`config.mk`:
```
export PLATFORM = sky130hd
export DESIGN_NAME = seven_segment_scan
export DESIGN_NICKNAME = d
export VERILOG_FILES = /design/src/rtl/seg_pkg.sv /design/src/rtl/bcd_to_segment.sv /design/src/rtl/seven_segment_scan.sv
export SDC_FILE = /design/constraint.sdc
export NUM_CORES = 1
export LEC_CHECK = 0
export CAP_MARGIN = 20
export CORE_MARGIN = 2
export CORE_UTILIZATION = 54
export DETAILED_ROUTE_END_ITERATION = 6
export PLACE_DENSITY_LB_ADDON = 0.3
export SLEW_MARGIN = 10
export SYNTH_ARGS = -nofsm -noshare
export SYNTH_HDL_FRONTEND = slang
export SYNTH_SLANG_ARGS = --single-unit
```
`constraint.sdc`:
```
create_clock -name clk -period 2.25 [get_ports clk]
set_input_delay 0.45 -clock clk [delete_from_list [all_inputs] [get_ports clk]]
set_output_delay 0.45 -clock clk [all_outputs]
set_load 0.02 [all_outputs]
```
`src/rtl/seg_pkg.sv`:
```
// Shared glyph constants, snapshot layout and leading-zero helper for the
// multiplexed seven-segment scanner.
package seg_pkg;

  // Glyphs are active-low, bit 6 = segment a down to bit 0 = segment g.
  localparam logic [6:0] SEG_0    = 7'b000_0001;
  localparam logic [6:0] SEG_1    = 7'b100_1111;
  localparam logic [6:0] SEG_2    = 7'b001_0010;
  localparam logic [6:0] SEG_3    = 7'b000_0110;
  localparam logic [6:0] SEG_4    = 7'b100_1100;
  localparam logic [6:0] SEG_5    = 7'b010_0100;
  localparam logic [6:0] SEG_6    = 7'b010_0000;
  localparam logic [6:0] SEG_7    = 7'b000_1111;
  localparam logic [6:0] SEG_8    = 7'b000_0000;
  localparam logic [6:0] SEG_9    = 7'b000_0100;
  localparam logic [6:0] SEG_DASH = 7'b111_1110;

  localparam logic [7:0] SEG_OFF = 8'hFF;
  localparam logic [3:0] AN_OFF  = 4'hF;

  localparam int CLK_DIV_DEFAULT = 100000;
  localparam int CNT_W           = 20;

  typedef struct packed {
    logic [3:0][3:0] digits;
    logic [3:0]      dp;
    logic            blank;
  } snapshot_t;

  // Bit i set means digit i is a suppressed leading zero; digit 0 always shows.
  function automatic logic [3:0] leadBlankMask(input logic [3:0][3:0] digits,
                                               input logic            blank);
    logic [3:0] mask;
    mask = '0;
    if (blank) begin
      mask[3] = (digits[3] == 4'd0);
      mask[2] = mask[3] && (digits[2] == 4'd0);
      mask[1] = mask[2] && (digits[1] == 4'd0);
    end
    return mask;
  endfunction

endpackage

```
`src/rtl/bcd_to_segment.sv`:
```
// Combinational BCD to active-low seven-segment glyph; non-decimal codes
// render as a dash.
module bcd_to_segment
  import seg_pkg::*;
(
  input  logic [3:0] i_bcd,
  output logic [6:0] o_seg
);

  always_comb begin
    o_seg = SEG_DASH;
    case (i_bcd)
      4'd0:    o_seg = SEG_0;
      4'd1:    o_seg = SEG_1;
      4'd2:    o_seg = SEG_2;
      4'd3:    o_seg = SEG_3;
      4'd4:    o_seg = SEG_4;
      4'd5:    o_seg = SEG_5;
      4'd6:    o_seg = SEG_6;
      4'd7:    o_seg = SEG_7;
      4'd8:    o_seg = SEG_8;
      4'd9:    o_seg = SEG_9;
      default: o_seg = SEG_DASH;
    endcase
  end

endmodule

```
`src/rtl/seven_segment_scan.sv`:
```
// Four-digit multiplexed seven-segment driver: prescaled slot scan, per-frame
// input snapshot, leading-zero blanking and registered anode/segment outputs.
module seven_segment_scan
  import seg_pkg::*;
#(
  parameter int CLK_DIV = CLK_DIV_DEFAULT
) (
  input  logic       clk,
  input  logic       rst_n,
  input  logic [3:0] digit0,
  input  logic [3:0] digit1,
  input  logic [3:0] digit2,
  input  logic [3:0] digit3,
  input  logic [3:0] dp_en,
  input  logic       blank_lead,
  output logic [3:0] an,
  output logic [7:0] segs
);

  localparam logic [CNT_W-1:0] CNT_MAX = CNT_W'(CLK_DIV - 1);

  logic [CNT_W-1:0] r_cnt;
  logic [1:0]       r_idx;
  snapshot_t        r_snap;
  logic [3:0]       r_an;
  logic [7:0]       r_segs;

  logic             w_tick;
  logic             w_frameEnd;
  snapshot_t        w_snapIn;
  logic [3:0]       w_blankMask;
  logic [3:0]       w_selDigit;
  logic [6:0]       w_glyph;
  logic [3:0]       w_nextAn;
  logic [7:0]       w_nextSegs;

  assign w_tick     = (r_cnt == CNT_MAX);
  assign w_frameEnd = w_tick && (r_idx == 2'd3);

  assign w_snapIn.digits = {digit3, digit2, digit1, digit0};
  assign w_snapIn.dp     = dp_en;
  assign w_snapIn.blank  = blank_lead;

  always_ff @(posedge clk or negedge rst_n) begin
    if (!rst_n) begin
      r_cnt <= '0;
      r_idx <= 2'd0;
    end else if (w_tick) begin
      r_cnt <= '0;
      r_idx <= r_idx + 2'd1;
    end else begin
      r_cnt <= r_cnt + CNT_W'(1);
    end
  end

  // Inputs are only sampled at the frame boundary so a frame never mixes old and new digits.
  always_ff @(posedge clk or negedge rst_n) begin
    if (!rst_n) begin
      r_snap <= '0;
    end else if (w_frameEnd) begin
      r_snap <= w_snapIn;
    end
  end

  assign w_blankMask = leadBlankMask(r_snap.digits, r_snap.blank);
  assign w_selDigit  = r_snap.digits[r_idx];

  bcd_to_segment u_decode (
    .i_bcd (w_selDigit),
    .o_seg (w_glyph)
  );

  always_comb begin
    w_nextAn   = AN_OFF;
    w_nextSegs = SEG_OFF;
    if (!w_blankMask[r_idx]) begin
      w_nextAn[r_idx] = 1'b0;
      w_nextSegs      = {w_glyph, ~r_snap.dp[r_idx]};
    end
  end

  // Registering the drives keeps anode changes glitch-free between slots.
  always_ff @(posedge clk or negedge rst_n) begin
    if (!rst_n) begin
      r_an   <= AN_OFF;
      r_segs <= SEG_OFF;
    end else begin
      r_an   <= w_nextAn;
      r_segs <= w_nextSegs;
    end
  end

  assign an   = r_an;
  assign segs = r_segs;

endmodule
```
==> metrics.txt <==
clock tree sinks 55; Setup crit start kind flop; Final Non-Filler Cells ~300; Avg WL per Cell 15.2 µm; share of cells above drive strength 1 23.3%; Antenna Nets Post-Route 0; Antenna Diode Count 0; Worst Skew slightly below 0.009 ns; post-synthesis adder-cell area fraction 5.31%; P&R area growth vs syn 19.8%; clock-pin transition on the worst setup and hold timing paths approximately 0.10 ns; crit path DAT 2.23 ns; Tmin final 1.98 ns; Post-route DRC 0; RSZ-0062 raised after global routing false; synth unique cells 34; commonest non-fill, non-tap cell in the layout dfrtp_1; xor/xnor share of the synthesized area approximately 5.7%; syn avg cell area between 10 and 15 µm²; Longest Clk Path Bufs 2; reg-to-reg critical path startpoint r_idx[0]$_DFFE_PN0N_; core footprint between 4000 and 5000 µm²; worst vdd ir roughly 0.00046 V; sequential fraction of the synthesis area ~54%; Pleak 1.40 nW; Final setup viols 0; power density cells roughly 510 nW/µm²; Post-Syn Area about 2600 µm²; Port Buffers 34; Max Freq 505 MHz; Overall Global Routing Usage between 15 and 20%; Skew-Pair Late Insertion Delay 0.31 ns; Max Cap Viol 0; Crit Path Max Fanout 4; outcome finished clean; Hold Path Class in -> async; Gate Count Post-Synth between 200 and 250; hold-fix buffers at CTS 0; commonest cells after routing, fill and taps aside dfrtp_1, clkdlybuf4s50_1, mux2_2, nand2_1, xnor2_1; GP Congestion around 0.80; CP Data Required Time ~2.5 ns; post-synthesis compound-gate area fraction roughly 4.3%; Initial Util between 50% and 60%; NumNets Final approximately 280; Final Hold Violating Endpoints 0; Via-to-Cell Ratio ~5.6; initial antenna violation count 0; drt total wl between 4000 and 5000 µm; final setup TNS 0 ns; HPWL Detailed roughly 3400 µm; Slew @ Worst Pin 0.592 ns; H-tree levels 2; die width 73.3 µm; CP endpoint kind flop; crit share post-route around 88%; #FFs+latches synth 55; relative slew slack 60.6%; Final Core Density about two thirds; YS warnings 0; Setup CP Type reg -> reg; DR vias 1668; largest family of logic cells by synthesized area multiplexers; R2R Setup Slk 0.27 ns; worst r2r path cells 7; Die ar. approximately 5400 µm²; drt pass-1 iters 5; pin count of the biggest net entering global routing 32; vias in the first global route 1612; simple-gate area share of the yosys netlist 12.3%; post-CTS setup buffer count 0; Slew Limit Fails 0; row count 25; global route overflow 0; root buf cell clkbuf_8; Top Ports 35; TritonCTS clock tree done; cts repair resizes 0; Reg-to-Reg End segs[3]$_DFF_PN1_; Mapped Nets 237; placed cell count between 200 and 300; Num CTS Buffers 5; mux cell area share after synthesis between 15 and 20%; first-pass GRT wire length ~7900 µm; Initial DRC Count about 110; die height 73.3 µm
==> Yosys cell counts <==
| cell type | n | area (µm²) |
|---|---|---|
| xnor2_1 | 13 | 114 |
| nand2_1 | 15 | 56.3 |
| a21oi_1 | 3 | 15.0 |
| and4_1 | 5 | 43.8 |
| o22ai_1 | 1 | 6.26 |
| or2_2 | 1 | 6.26 |
| buf_6 | 2 | 22.5 |
| xor2_1 | 4 | 35.0 |
| nor2_1 | 10 | 37.5 |
| dfrtp_1 | 43 | 1080 |
| and3_1 | 1 | 6.26 |
| o21bai_1 | 1 | 7.51 |
| nor4b_1 | 1 | 8.76 |
| mux2i_1 | 3 | 30.0 |
| nor2b_1 | 1 | 6.26 |
| or2_4 | 1 | 8.76 |
| nand3_1 | 5 | 25.0 |
| and2_2 | 1 | 7.51 |
| o21ai_0 | 2 | 10.0 |
| mux4_1 | 2 | 52.6 |
| inv_1 | 10 | 37.5 |
| o2bb2ai_4 | 1 | 27.5 |
| buf_2 | 3 | 15.0 |
| nand4_1 | 6 | 37.5 |
| mux4_2 | 3 | 67.6 |
| a31o_2 | 1 | 8.76 |
| nor2_2 | 1 | 6.26 |
| nor3_1 | 5 | 25.0 |
| a21o_1 | 4 | 30.0 |
| mux2_2 | 23 | 259 |
| o211ai_1 | 1 | 7.51 |
| dfstp_2 | 12 | 315 |
| nor4_1 | 7 | 43.8 |
| ha_1 | 11 | 138 |
==> per-stage QoR <==
stage	total power, mW	instance area [µm²]	hold WS, ns	setup WS (ns)
finish	1.58	3110	0.138	0.268
global route	1.64	3110	0.168	0.0918
CTS	1.60	3110	0.149	0.259
detailed placement	1.07	3020	0.489	0.264
global placement	1.07	3020	0.478	0.306
floorplan	1.01	2590	0.154	0.288
==> how the worst max path moves through the flow <==
stage	end	cells past startpoint	start	slack, ns
finish	segs[3]$_DFF_PN1_	7	r_idx[0]$_DFFE_PN0N_	0.27
floorplan	segs[3]$_DFF_PN1_	8	r_idx[0]$_DFFE_PN0N_	0.29
global route	segs[3]$_DFF_PN1_	7	r_idx[0]$_DFFE_PN0N_	0.09
CTS	segs[3]$_DFF_PN1_	7	r_idx[0]$_DFFE_PN0N_	0.26
detailed placement	segs[3]$_DFF_PN1_	7	r_idx[0]$_DFFE_PN0N_	0.26
global placement	segs[3]$_DFF_PN1_	7	r_idx[0]$_DFFE_PN0N_	0.31
==> power by group <==
group | total, mW | internal (mW) | switching (mW)
combinational | 0.0596 | 0.0358 | 0.0238
sequential | 0.989 | 0.989 | 0
clock | 0.530 | 0.218 | 0.311
total | 1.58 | 1.24 | 0.335
==> critical path: stages, from the launching register on <==
cell	delay [ns]
dfrtp_1	0.44
mux4_1	0.65
inv_1	0.16
ha_1	0.18
inv_1	0.04
mux2_2	0.25
o22ai_1	0.14
nand2_1	0.07
==> per-layer routing <==
layer,up-vias,wire [µm],GRT usage [%]
met5,-,0,0
met4,0,76,6.67
met3,6,136,4.53
met2,37,2200,30.7
met1,822,2120,27.3
li1,803,-,-
==> cell families (layout without fill, tap and decap cells) <==
kind of cell             after synthesis  count (layout)
AND/OR/NAND/NOR                       60              60
multiplexers                          31              31
flip-flops                            55              55
XOR/XNOR                              17              17
buffers and inverters                 15              57
AO/OA/AOI/OAI                         14              14
adder cells (fa/ha/maj)               11              11
==> area by class of cell <==
class,instances,area (µm²)
clock buffers,6,72.6
clock inverters,2,12.5
multi-input cells,133,1130
flip-flops and latches,55,1390
well taps,54,67.6
inverters,10,37.5
fillers,367,1590
repair buffers,39,398
==> state kept, by name (all words and copies together), names as in the netlist <==
| signal | cells |
|---|---|
| r_idx | 2 |
| r_snap | 21 |
| an | 4 |
| segs | 8 |
| r_cnt | 20 |
Note: power is estimated with default switching activity, not from simulation.
